==> src/rtl/loteria_arbitro_if.sv <==
`default_nettype none
// ============================================================================
// Module   : loteria_arbitro_if
// Purpose  : Player, checker and score signals of the lottery arbiter.
// Revision : 1.0  initial release
// ============================================================================
interface loteria_arbitro_if;
  logic       req1;
  logic [3:0] num1;
  logic       req2;
  logic [3:0] num2;
  logic       fim_jogo;
  logic       ack1;
  logic       ack2;
  logic [1:0] gnt;
  logic [3:0] chk_numero;
  logic       chk_insere;
  logic       chk_fim;
  logic [1:0] chk_premio;
  logic       chk_pronto;
  logic [4:0] p1;
  logic [4:0] p2;
  logic [1:0] vencedor;
  logic       ocupado;

  modport master (
    output req1, num1, req2, num2, fim_jogo, chk_premio, chk_pronto,
    input  ack1, ack2, gnt, chk_numero, chk_insere, chk_fim, p1, p2, vencedor, ocupado
  );

  modport slave (
    input  req1, num1, req2, num2, fim_jogo, chk_premio, chk_pronto,
    output ack1, ack2, gnt, chk_numero, chk_insere, chk_fim, p1, p2, vencedor, ocupado
  );
endinterface
`default_nettype wire

==> src/rtl/loteria_arbitro.sv <==
`default_nettype none
// ============================================================================
// Module   : loteria_arbitro
// Purpose  : Round-robin sharing of one lottery checker between two players,
//            with saturating scores and winner declaration at end of game.
//            Optional macro LOTERIA_TIMEOUT_EN forces a zero prize after
//            TIMEOUT cycles without chk_pronto.
// Revision : 1.0  initial release
// ============================================================================
module loteria_arbitro #(
  parameter int NUM_JOGADAS = 4,
  parameter int TIMEOUT     = 64
) (
  input  logic             clock,
  input  logic             reset,
  loteria_arbitro_if.slave bus
);

  localparam logic [2:0] S_OCIOSO = 3'd0;
  localparam logic [2:0] S_INSERE = 3'd1;
  localparam logic [2:0] S_FECHA  = 3'd2;
  localparam logic [2:0] S_ESPERA = 3'd3;
  localparam logic [2:0] S_PONTUA = 3'd4;
  localparam logic [2:0] S_FIM    = 3'd5;

  localparam logic [1:0] C_GNT_NONE = 2'b00;
  localparam logic [1:0] C_GNT_P1   = 2'b01;
  localparam logic [1:0] C_GNT_P2   = 2'b10;
  localparam logic [3:0] C_LAST     = 4'(NUM_JOGADAS - 1);

  if (NUM_JOGADAS < 1 || NUM_JOGADAS > 15 || TIMEOUT < 1) begin : g_param_check
    $error("loteria_arbitro: NUM_JOGADAS must be 1..15 and TIMEOUT >= 1");
  end

  logic [2:0] r_state;
  logic [2:0] w_next;
  logic [1:0] r_gnt;
  logic [3:0] r_chk_numero;
  logic       r_chk_insere;
  logic       r_chk_fim;
  logic [4:0] r_p1;
  logic [4:0] r_p2;
  logic [1:0] r_vencedor;
  logic       r_ultimo_p2;
  logic [3:0] r_count;
  logic       r_fim_pend;
  logic [1:0] r_premio;

  logic       w_ack1;
  logic       w_ack2;
  logic       w_ack;
  logic       w_ocupado;
  logic       w_grant_p2;
  logic       w_timeout;
  logic [4:0] w_score_sel;
  logic [5:0] w_score_sum;
  logic [4:0] w_score_new;

  // Both requesting: serve the player who did not play last.
  assign w_grant_p2  = bus.req2 && (!bus.req1 || !r_ultimo_p2);
  assign w_ack       = w_ack1 || w_ack2;
  assign w_score_sel = (r_gnt == C_GNT_P2) ? r_p2 : r_p1;
  assign w_score_sum = {1'b0, w_score_sel} + {4'b0000, r_premio};
  assign w_score_new = w_score_sum[5] ? 5'd31 : w_score_sum[4:0];

`ifdef LOTERIA_TIMEOUT_EN
  localparam int C_TMO_W = (TIMEOUT > 1) ? $clog2(TIMEOUT) : 1;
  localparam logic [C_TMO_W-1:0] C_TMO_LAST = C_TMO_W'(TIMEOUT - 1);

  logic [C_TMO_W-1:0] r_tmo;

  always_ff @(posedge clock or negedge reset) begin
    if (!reset) begin
      r_tmo <= '0;
    end else if (r_state != S_ESPERA) begin
      r_tmo <= '0;
    end else if (!w_timeout) begin
      r_tmo <= r_tmo + C_TMO_W'(1);
    end
  end

  assign w_timeout = (r_state == S_ESPERA) && !bus.chk_pronto && (r_tmo == C_TMO_LAST);
`else
  assign w_timeout = 1'b0;
`endif

  always_ff @(posedge clock or negedge reset) begin
    if (!reset) begin
      r_state <= S_OCIOSO;
    end else begin
      r_state <= w_next;
    end
  end

  always_comb begin
    w_next = r_state;
    case (r_state)
      S_OCIOSO: begin
        if (bus.fim_jogo || r_fim_pend) begin
          w_next = S_FIM;
        end else if (bus.req1 || bus.req2) begin
          w_next = S_INSERE;
        end
      end
      S_INSERE: if (w_ack && (r_count == C_LAST)) w_next = S_FECHA;
      S_FECHA:  w_next = S_ESPERA;
      S_ESPERA: if (bus.chk_pronto || w_timeout) w_next = S_PONTUA;
      S_PONTUA: w_next = S_OCIOSO;
      S_FIM:    w_next = S_FIM;
      default:  w_next = S_OCIOSO;
    endcase
  end

  always_comb begin
    w_ack1    = (r_state == S_INSERE) && (r_gnt == C_GNT_P1) && bus.req1;
    w_ack2    = (r_state == S_INSERE) && (r_gnt == C_GNT_P2) && bus.req2;
    w_ocupado = (r_state != S_OCIOSO) && (r_state != S_FIM);
  end

  always_ff @(posedge clock or negedge reset) begin
    if (!reset) begin
      r_gnt        <= C_GNT_NONE;
      r_chk_numero <= 4'd0;
      r_chk_insere <= 1'b0;
      r_chk_fim    <= 1'b0;
      r_p1         <= 5'd0;
      r_p2         <= 5'd0;
      r_vencedor   <= 2'b00;
      r_ultimo_p2  <= 1'b1;
      r_count      <= 4'd0;
      r_fim_pend   <= 1'b0;
      r_premio     <= 2'd0;
    end else begin
      r_chk_insere <= w_ack;
      r_chk_fim    <= (w_next == S_FECHA);
      if (w_ack) begin
        r_chk_numero <= w_ack1 ? bus.num1 : bus.num2;
        r_count      <= r_count + 4'd1;
      end
      // End of game during a ticket waits until that ticket is scored.
      if (bus.fim_jogo && (r_state != S_OCIOSO) && (r_state != S_FIM)) begin
        r_fim_pend <= 1'b1;
      end
      case (r_state)
        S_OCIOSO: begin
          if (w_next == S_FIM) begin
            if (r_p1 > r_p2) begin
              r_vencedor <= 2'b01;
            end else if (r_p2 > r_p1) begin
              r_vencedor <= 2'b10;
            end else begin
              r_vencedor <= 2'b11;
            end
          end else if (w_next == S_INSERE) begin
            r_gnt   <= w_grant_p2 ? C_GNT_P2 : C_GNT_P1;
            r_count <= 4'd0;
          end
        end
        S_ESPERA: begin
          if (bus.chk_pronto) begin
            r_premio <= bus.chk_premio;
          end else if (w_timeout) begin
            r_premio <= 2'd0;
          end
        end
        S_PONTUA: begin
          if (r_gnt == C_GNT_P2) begin
            r_p2 <= w_score_new;
          end else begin
            r_p1 <= w_score_new;
          end
          r_ultimo_p2 <= (r_gnt == C_GNT_P2);
          r_gnt       <= C_GNT_NONE;
        end
        default: ;
      endcase
    end
  end

  assign bus.ack1       = w_ack1;
  assign bus.ack2       = w_ack2;
  assign bus.ocupado    = w_ocupado;
  assign bus.gnt        = r_gnt;
  assign bus.chk_numero = r_chk_numero;
  assign bus.chk_insere = r_chk_insere;
  assign bus.chk_fim    = r_chk_fim;
  assign bus.p1         = r_p1;
  assign bus.p2         = r_p2;
  assign bus.vencedor   = r_vencedor;

endmodule
`default_nettype wire

==> src/flat_wrapper.sv <==
// flat-port wrapper written by rule: the top's interface ports become plain ports
module loteria_arbitro_flat 
#(
  parameter int NUM_JOGADAS = 4,
  parameter int TIMEOUT     = 64
)
  (clock, reset, bus_req1, bus_num1, bus_req2, bus_num2, bus_fim_jogo, bus_chk_premio, bus_chk_pronto, bus_ack1, bus_ack2, bus_gnt, bus_chk_numero, bus_chk_insere, bus_chk_fim, bus_p1, bus_p2, bus_vencedor, bus_ocupado);
  loteria_arbitro_if bus_i ();
  input  logic clock;
  input  logic reset;
  input wire logic [$bits(bus_i.req1)-1:0] bus_req1;
  input wire logic [$bits(bus_i.num1)-1:0] bus_num1;
  input wire logic [$bits(bus_i.req2)-1:0] bus_req2;
  input wire logic [$bits(bus_i.num2)-1:0] bus_num2;
  input wire logic [$bits(bus_i.fim_jogo)-1:0] bus_fim_jogo;
  input wire logic [$bits(bus_i.chk_premio)-1:0] bus_chk_premio;
  input wire logic [$bits(bus_i.chk_pronto)-1:0] bus_chk_pronto;
  output wire logic [$bits(bus_i.ack1)-1:0] bus_ack1;
  output wire logic [$bits(bus_i.ack2)-1:0] bus_ack2;
  output wire logic [$bits(bus_i.gnt)-1:0] bus_gnt;
  output wire logic [$bits(bus_i.chk_numero)-1:0] bus_chk_numero;
  output wire logic [$bits(bus_i.chk_insere)-1:0] bus_chk_insere;
  output wire logic [$bits(bus_i.chk_fim)-1:0] bus_chk_fim;
  output wire logic [$bits(bus_i.p1)-1:0] bus_p1;
  output wire logic [$bits(bus_i.p2)-1:0] bus_p2;
  output wire logic [$bits(bus_i.vencedor)-1:0] bus_vencedor;
  output wire logic [$bits(bus_i.ocupado)-1:0] bus_ocupado;
  assign bus_i.req1 = bus_req1;
  assign bus_i.num1 = bus_num1;
  assign bus_i.req2 = bus_req2;
  assign bus_i.num2 = bus_num2;
  assign bus_i.fim_jogo = bus_fim_jogo;
  assign bus_i.chk_premio = bus_chk_premio;
  assign bus_i.chk_pronto = bus_chk_pronto;
  assign bus_ack1 = bus_i.ack1;
  assign bus_ack2 = bus_i.ack2;
  assign bus_gnt = bus_i.gnt;
  assign bus_chk_numero = bus_i.chk_numero;
  assign bus_chk_insere = bus_i.chk_insere;
  assign bus_chk_fim = bus_i.chk_fim;
  assign bus_p1 = bus_i.p1;
  assign bus_p2 = bus_i.p2;
  assign bus_vencedor = bus_i.vencedor;
  assign bus_ocupado = bus_i.ocupado;
  loteria_arbitro #(.NUM_JOGADAS(NUM_JOGADAS), .TIMEOUT(TIMEOUT)) u_core (.clock(clock), .reset(reset), .bus(bus_i));
endmodule
==> config.mk <==
export PLATFORM = sky130hd
export DESIGN_NAME = loteria_arbitro_flat
export DESIGN_NICKNAME = d
export VERILOG_FILES = /design/src/rtl/loteria_arbitro_if.sv /design/src/rtl/loteria_arbitro.sv /design/src/flat_wrapper.sv
export SDC_FILE = /design/constraint.sdc
export NUM_CORES = 1
export LEC_CHECK = 0
export CORE_MARGIN = 10
export CORE_UTILIZATION = 49
export DETAILED_ROUTE_END_ITERATION = 16
export GPL_ROUTABILITY_DRIVEN = 0
export PLACE_DENSITY = 0.77
export REMOVE_ABC_BUFFERS = 1
export SETUP_SLACK_MARGIN = 0.5
export SKIP_LAST_GASP = 1
export SYNTH_ARGS = -nofsm -noshare
export SYNTH_HDL_FRONTEND = slang
export SYNTH_SLANG_ARGS = --single-unit
==> constraint.sdc <==
create_clock -name clock -period 2.4 [get_ports clock]
set_input_delay 0.24 -clock clock [delete_from_list [all_inputs] [get_ports clock]]
set_output_delay 0.24 -clock clock [all_outputs]
set_load 0.01 [all_outputs]
Word-level counts from Yosys, hierarchy flattened
Cells that the tools add are included.
{ "word_totals": {"mem_count": 0, "register_bits": 31, "mem_bits_ro": 0, "inputBits": 16, "ram_bits": 0, "latch_bits": 0, "elab_cells": 72} }
{ "classes": {"mul": 0, "n_mux": 18, "n_lt_le_gt_ge": 2, "div_mod_pow": 0, "add_sub_neg": 2, "eq_ne": 14, "n_reduce_logical": 23, "shift": 0, "n_bitwise": 1} }
{ "op_table": {"columns": ["operator", "count"], "rows": [
  ["$mux 4", 5],
  ["$pmux 3 s5", 1],
  ["$mux 3", 4],
  ["$gt 5x5->1", 2],
  ["$mux 5", 2],
  ["$eq 3x2->1 const B", 3],
  ["$eq 3x3->1 const B", 3],
  ["$logic_and 1x1->1", 9],
  ["$mux 2", 4],
  ["$reduce_and 2->1", 4],
  ["$add 5x2->6", 1],
  ["$eq 3x1->1 const B", 2],
  ["$add 4x1->4 const B", 1],
  ["$eq 4x2->1 const B", 1],
  ["$logic_or 1x1->1", 4],
  ["$pmux 2 s2", 1],
  ["$logic_not 3->1", 1],
  ["$ne 3x3->1 const B", 1],
  ["$reduce_and 3->1", 1],
  ["$reduce_bool 3->1", 1],
  ["$eq 2x1->1 const B", 1],
  ["$eq 2x2->1 const B", 1],
  ["$logic_not 1->1", 2],
  ["$ne 2x1->1 const B", 1],
  ["other kinds (4)", 4]
]} }

Longest topological paths before layout
Gate-level depths: netlist (run 1).
{ "logic_depth": {"depth_word": 11, "mapped_depth": 8, "depth_no_buf": 7} }

Worst setup path after synthesis (run 1)
No wires, ideal clock.
{ "synth_path": {"path_kind": "flip-flop to flip-flop", "from": "reg u_core.r_gnt[0] (netlist: u_core.bus.gnt[0])", "to": "reg u_core.r_p1[4] (netlist: u_core.bus.p1[4])", "setup_slack_ns": 0.334, "path_stages_with_launch": 8, "synth_period_minus_slack_ns": 2.066, "required_time_ns": 2.318, "t_arrival_ns": 1.985, "n_path_buf": 1, "cell_sequence": "dfrtp_1 > nand2b_1 > buf_2 > mux2_2 > ha_1 > fa_1 > and3_1 > a31oi_1"} }
{ "synth_between": {"elab_chain_len": 4, "word_cells_on_any_way": 6} }
{ "synth_rtl": {"columns": ["element", "line", "source"], "rows": [
  ["start: declaration", "loteria_arbitro.sv:37", "logic [1:0] r_gnt;"],
  ["start signal: assignment", "loteria_arbitro.sv:155", "r_gnt <= w_grant_p2 ? C_GNT_P2 : C_GNT_P1;"],
  ["$eq 2x2->1 *", "loteria_arbitro.sv:62, loteria_arbitro.sv:167", null],
  ["$mux 5", "loteria_arbitro.sv:62", "assign w_score_sel = (r_gnt == C_GNT_P2) ? r_p2 : r_p1;"],
  ["$add 5x2->6", "loteria_arbitro.sv:63", "assign w_score_sum = {1'b0, w_score_sel} + {4'b0000, r_premio};"],
  ["$mux 5", "loteria_arbitro.sv:64", "assign w_score_new = w_score_sum[5] ? 5'd31 : w_score_sum[4:0];"],
  ["end signal: assignment", "loteria_arbitro.sv:170", "r_p1 <= w_score_new;"],
  ["end: declaration", "loteria_arbitro.sv:41", "logic [4:0] r_p1;"]
]} }
Every way passes the cells marked *; elsewhere a longest branch is shown, timed or not.
A chain may end at the register's enable or synchronous reset.

Final worst setup path (run 1)
{ "layout_path": {"from": "reg u_core.r_gnt[0] (netlist: u_core.bus.gnt[0])", "to": "reg u_core.r_p2[1] (netlist: u_core.bus.p2[1])"} }
{ "layout_between": {"elab_chain_len": 4, "word_cells_on_any_way": 5} }
{ "layout_rtl": {"columns": ["element", "line", "source"], "rows": [
  ["$eq 2x2->1 *", "loteria_arbitro.sv:62, loteria_arbitro.sv:167", null],
  ["$mux 5", "loteria_arbitro.sv:62", null],
  ["$add 5x2->6", "loteria_arbitro.sv:63", null],
  ["$mux 5", "loteria_arbitro.sv:64", null],
  ["end signal: assignment", "loteria_arbitro.sv:168", "r_p2 <= w_score_new;"],
  ["end: declaration", "loteria_arbitro.sv:42", "logic [4:0] r_p2;"]
]} }
Marks and branches as above.

==> flow_summary.json, run 1 <==
{
  "layout.cells.non_filler": 261,
  "antenna_found_initial": 0,
  "first_iter_violations": 105,
  "setup_viol": 0,
  "grt_usage_pct": 14.7,
  "synth_cell_type_count": 37,
  "maxCapViolations": 0,
  "yosysMostFrequentCell": "dfrtp_1",
  "ir_drop_uv": 477,
  "p_per_area_nw_per_um2": 980,
  "grt_max_degree": 32,
  "drt_pass1_iterations": 4,
  "vias_per_cell": 5.49,
  "die_height_um": 78.1,
  "period_minus_slack_ns": 1.86,
  "cp_slowest_stage_delay_ns": 0.53,
  "area_growth_pct": 35.0,
  "start_kind": "flop",
  "relSlewSlack_pct": 73.2,
  "ys_warn_count": 0,
  "intPower_mw": 1.36,
  "core_area_um2": 3310,
  "synth_cells": 161,
  "clockRootBuffer": "clkbuf_4",
  "required_ns": 2.66,
  "end_kind": "flop",
  "min_path_type": "input port to async pin",
  "cts.clk_slew.worst_paths_ns": 0.11,
  "max-clock-path-buffers": 2,
  "nFillCells": 278,
  "reg2reg_depth": 6,
  "clk_latency_ns": 0.34,
  "synth_area_per_cell_um2": 10.3,
  "synth_edf_count": 0,
  "drive_gt1_share_pct": 17.7,
  "grt_overflow": 0,
  "cts_buffers": 5,
  "total_power_mw": 2.19,
  "ys_ff_latch": 31,
  "rsz0062_at_grt": "yes",
  "num_io_pins": 39,
  "synthTopCellsByArea": "dfrtp_1, ha_1, a31oi_1",
  "skew_ns": 0.00894,
  "grt_pass1_vias": 1517,
  "n_antenna_cell": 0,
  "synth_top_area_share_pct": 45.4,
  "ys_seq_area_share_pct": 47.0,
  "p_seq_share_pct": 37.4,
  "p_leak_nw": 1.03,
  "placed_cells": 245,
  "setup_tns_ns": 0,
  "num_rows": 21,
  "cp_num_buf_inv": 1,
  "syn_area_um2": 1650,
  "fin_util_pct": 67.4,
  "worstMarginPinSlew_ns": 0.400,
  "num_vias": 1433,
  "critPathTopFamily": "adder cells",
  "r2r_slack_ns": 0.54,
  "h-tree-depth": 2,
  "io_buffers": 38,
  "hold_buffers": 0,
  "wirelength_mm": 4.30,
  "ys_top_cells_by_count": "dfrtp_1, nand2_1, a31oi_1",
  "fin_nets": 239,
  "yosysTopAreaCell": "dfrtp_1",
  "cp_max_fo": 4,
  "wl_per_cell_um": 16.5,
  "run_status": "finished clean",
  "design.die.area_um2": 6100,
  "grt_pass1_wl_mm": 7.22,
  "hold_viol_final": 0,
  "start_util_pct": 49.9,
  "synth_ff_type": "dfrtp_1",
  "fin_crit_sh_pct": 77.4,
  "arrival_ns": 2.12,
  "critPathKind": "flop to flop",
  "tritoncts": "built",
  "drc_errors": 0,
  "dp_hpwl_mm": 3.23,
  "cp_slowest_cell": "fa_2",
  "swShare_pct": 38.0,
  "async_flop_share_pct": 100,
  "crit_chain": "nand2b_4 -> mux2_4 -> ha_4 -> fa_2 -> inv_2 -> a31oi_1",
  "worst-path-stages": 6,
  "slew_viol_final": 0,
  "ant_nets": 0,
  "pwr-share-clk_pct": 13.7,
  "comb_power_share_pct": 48.9,
  "p_switching_mw": 0.831,
  "cts_sinks": 31,
  "die_w_um": 78.1,
  "fmax_ghz": 0.538
}
-- state kept, by name, summed over array words and instances, names as in the netlist --
signal	count
u_core.bus.chk_insere	1
u_core.r_ultimo_p2	1
u_core.bus.p2	5
u_core.r_state	3
u_core.bus.gnt	2
u_core.r_premio	2
u_core.r_fim_pend	1
u_core.r_count	4
u_core.bus.chk_numero	4
u_core.bus.vencedor	2
u_core.bus.p1	5
u_core.bus.chk_fim	1
-- layout by cell type (no fill, tap or decap), types with 2 or more instances in the layout --
cell type        count
clkinv_2             3
nor2_1              10
and3_1               3
xnor2_1              2
a21oi_1              5
o21ai_1              5
inv_1               11
nor3_1               2
nand3_1              4
nor2b_1              3
nand2_1             16
nand3b_1             2
clkbuf_4             5
mux2i_1              8
a31oi_1             15
a21o_1               7
ha_1                 7
buf_4               12
clkdlybuf4s50_1     35
o21ai_0              3
dfrtp_1             29
mux2_2               4
-- worst paths after layout --
path                              startpoint                  endpoint
setup reg to reg           u_core.bus.gnt[0]          u_core.bus.p2[1]
hold reg to reg            u_core.r_fim_pend         u_core.r_fim_pend
setup / recovery           u_core.bus.gnt[0]          u_core.bus.p2[1]
max in group asynchronous              reset        u_core.r_ultimo_p2
min in group clock               bus_num1[2]  u_core.bus.chk_numero[2]
hold / removal                         reset  u_core.bus.chk_numero[2]
-- cells by family (layout without fill, tap and decap cells) --
logic type,count (synthesis),count (layout),share of synthesized area [%]
and+or+nand+nor,49,49,15.4
DFF,31,31,47.0
xor gates and xnor gates,2,2,1.06
muxes,13,13,8.25
adders and majority gates,9,9,7.27
AOI/OAI and AO/OA,41,41,16.4
buffers and inverters,16,70,4.62
-- routing by layer --
layer / vias to the layer above / track usage, % / share of wire, %
met5: - / 0 / 0
met4: 0 / 4.84 / 1.3
met3: 6 / 5.58 / 5.3
met2: 44 / 26.7 / 52
met1: 705 / 15.1 / 41
li1: 678 / - / -
-- worst register-to-register path: stages (launching register included) --
cell and delay, ns:
dfrtp_1 0.41, nand2b_4 0.16, mux2_4 0.31, ha_4 0.17, fa_2 0.53, inv_2 0.04
a31oi_1 0.16
-- timing repair --
item                                    CTS  global route
resized for setup                         8             8
endpoints found under the setup margin   12            13
pin swaps                                 2             2
setup buffers                             7             1
-- power groups by stage --
| stage | sequential (mW) | clock [mW] | combinational (mW) |
|---|---|---|---|
| floorplan | 0.855 | 0 | 0.513 |
| global placement | 0.828 | 0 | 0.925 |
| detailed placement | 0.843 | 0 | 0.964 |
| CTS | 0.812 | 0.309 | 1.04 |
| global route | 0.839 | 0.341 | 1.18 |
| finish | 0.818 | 0.300 | 1.07 |
-- per-stage QoR --
stage	setup slack, ns	area, um^2	hold slack, ns
after floorplan	0.336	1620	-0.0556
after global placement	0.306	2090	0.445
after detailed placement	0.191	2090	0.447
after CTS	0.466	2210	0.292
after global routing	0.486	2230	0.301
final	0.541	2230	0.291
-- cell type report --
cell class	count	area (um^2)	area share, %
clock buffer	5	37.5	1.68
tap	46	57.6	2.58
multi-input combinational	114	831	37.2
timing repair buffer	50	468	21.0
clock inverter	3	15.0	0.673
inverter	12	45.0	2.02
sequential	31	778	34.9
Power figures use the tool's default switching activity.
==> run 2: changes to the inputs <==
--- a/config.mk
+++ b/config.mk
@@ -6,10 +6,10 @@
 export NUM_CORES = 1
 export LEC_CHECK = 0
 export CORE_MARGIN = 10
-export CORE_UTILIZATION = 49
+export CORE_UTILIZATION = 44
 export DETAILED_ROUTE_END_ITERATION = 16
 export GPL_ROUTABILITY_DRIVEN = 0
-export PLACE_DENSITY = 0.77
+export PLACE_DENSITY = 0.73
 export REMOVE_ABC_BUFFERS = 1
 export SETUP_SLACK_MARGIN = 0.5
 export SKIP_LAST_GASP = 1
==> constraint.sdc (replaced) <==
create_clock -name clock -period 1.55 [get_ports clock]
set_input_delay 0.155 -clock clock [delete_from_list [all_inputs] [get_ports clock]]
set_output_delay 0.155 -clock clock [all_outputs]
set_load 0.01 [all_outputs]
==> flow_summary.json, run 2 (synthesis results as in run 1) <==
{
  "run_status": "complete, but fails checks",
  "violations": "setup timing",
  "seq_area_um2": 778,
  "critPathTopFamily": "adder cells",
  "ir_drop_uv": 1000,
  "h-tree-depth": 2,
  "cp_max_fo": 6,
  "drt_pass1_iterations": 4,
  "io_buffers": 38,
  "setup_tns_ns": -4.67,
  "holdWs_ns": 0.265,
  "n_antenna_cell": 0,
  "layout.cells.non_filler": 315,
  "cts.clk_slew.worst_paths_ns": 0.07,
  "fin_util_pct": 80.9,
  "worstMarginPinSlew_ns": 0.422,
  "cts_buffers": 5,
  "max-clock-path-buffers": 2,
  "cp_num_buf_inv": 0,
  "fin_nets": 291,
  "final_common_cell": "buf_6",
  "period_minus_slack_ns": 1.92,
  "area_growth_pct": 77.8,
  "num_rows": 22,
  "skew_ns": 0.00661,
  "reg2reg_from": "u_core.bus.gnt[0]",
  "final_cell_mix": "buf_6, buf_4, dfrtp_1",
  "drive_gt1_share_pct": 52.1,
  "crit_chain": "nand2b_4 -> mux2_4 -> ha_4 -> fa_2 -> a31oi_1 -> a31oi_1",
  "num_io_pins": 39,
  "rsz0062_at_grt": "yes",
  "cp_slowest_stage_delay_ns": 0.41,
  "maxCapViolations": 0,
  "clk_latency_ns": 0.30,
  "p_leak_nw": 1.39,
  "postLayoutCellArea_um2": 2940,
  "required_ns": 1.72,
  "crit_start": "u_core.bus.gnt[0]",
  "cp_slowest_cell": "fa_2",
  "drc_errors": 0,
  "end_kind": "flop",
  "nFillCells": 206,
  "cts_sinks": 31,
  "start_util_pct": 45.5,
  "p_per_area_nw_per_um2": 1600,
  "antenna_found_initial": 0,
  "clockRootBuffer": "clkbuf_8",
  "grt_pass1_vias": 1786,
  "grt_usage_pct": 17.4,
  "grt_overflow": 0,
  "grt_pass1_wl_mm": 8.95,
  "setup_slack_ns": -0.370,
  "placed_cells": 278,
  "ant_nets": 0,
  "crit_top_cell": "a31oi_1",
  "fin_crit_sh_pct": 124,
  "grt_max_degree": 32,
  "die_w_um": 81.3,
  "relSlewSlack_pct": 71.6,
  "design.die.area_um2": 6610,
  "post-place-ws_ns": -0.386,
  "fmax_ghz": 0.521,
  "dp_hpwl_mm": 3.48,
  "wirelength_mm": 6.26,
  "total_power_mw": 4.70,
  "setup_viol": 25,
  "tritoncts": "built",
  "die_height_um": 81.3,
  "critPathKind": "flop to flop",
  "core_area_um2": 3630,
  "num_vias": 1706,
  "arrival_ns": 2.09,
  "start_kind": "flop",
  "wl_per_cell_um": 19.9,
  "multi_input_area_um2": 1020,
  "first_iter_violations": 158,
  "hold_viol_final": 0,
  "min_path_type": "input port to async pin",
  "slew_viol_final": 0,
  "placed_cell_area_um2": 2320,
  "vias_per_cell": 5.42
}
[run 2: cell types whose count changed in the layout (fill, tap and decap cells not counted), sizes merged]
cell	delta
buf	+75
clkbuf	+2
clkdlybuf4s15	-1
clkdlybuf4s50	-20
clkinv	-3
dlymetal6s2s	-1
[run 2: final cells by class]
class,instances,share of cell area [%]
sequential,31,26.5
clock buffer,8,3.41
tap,48,2.04
timing repair buffer,102,31.9
multi-input combinational,114,34.7
inverter,12,1.53
[run 2: path summary, 6_finish.rpt]
check | cells after the start | end | slack [ns]
max | 6 | u_core.bus.p2[4] | -0.37
min | 2 | u_core.bus.p2[4] | 0.27
max reg2reg | 6 | u_core.bus.p2[4] | -0.37
min reg2reg | 1 | u_core.r_fim_pend | 0.50
max in group asynchronous | 2 | u_core.r_ultimo_p2 | 0.95
min in group clock | 3 | u_core.bus.chk_numero[3] | 0.41
[run 2: where the power goes]
| part | switching [mW] | internal (mW) |
|---|---|---|
| clock network | 0.313 | 0.405 |
| logic | 1.23 | 1.47 |
| registers | 0.220 | 1.06 |
[run 2: what timing repair did]
item / CTS / global route
setup endpoints to repair: 54 / 47
pin swaps: 22 / 16
hold endpoints to repair: 0 / 0
buffers inserted: 14 / 15
hold buffers: 0 / 0
gates resized for setup: 156 / 26
[run 2: per-layer routing]
metal / GRT usage [%] / share of wire [%]
met1: 19.6 / 39
met2: 28.8 / 49
met3: 6.84 / 8.2
met4: 7.44 / 3.1
met5: 0 / 0
[run 2: worst reg2reg max path: cells and delay by family (launching register included)]
kind            cells  cell delay, ns
compound gates      2            0.37
fa+ha+maj           2            0.58
flops               1            0.38
mux                 1            0.31
simple gates        1            0.16
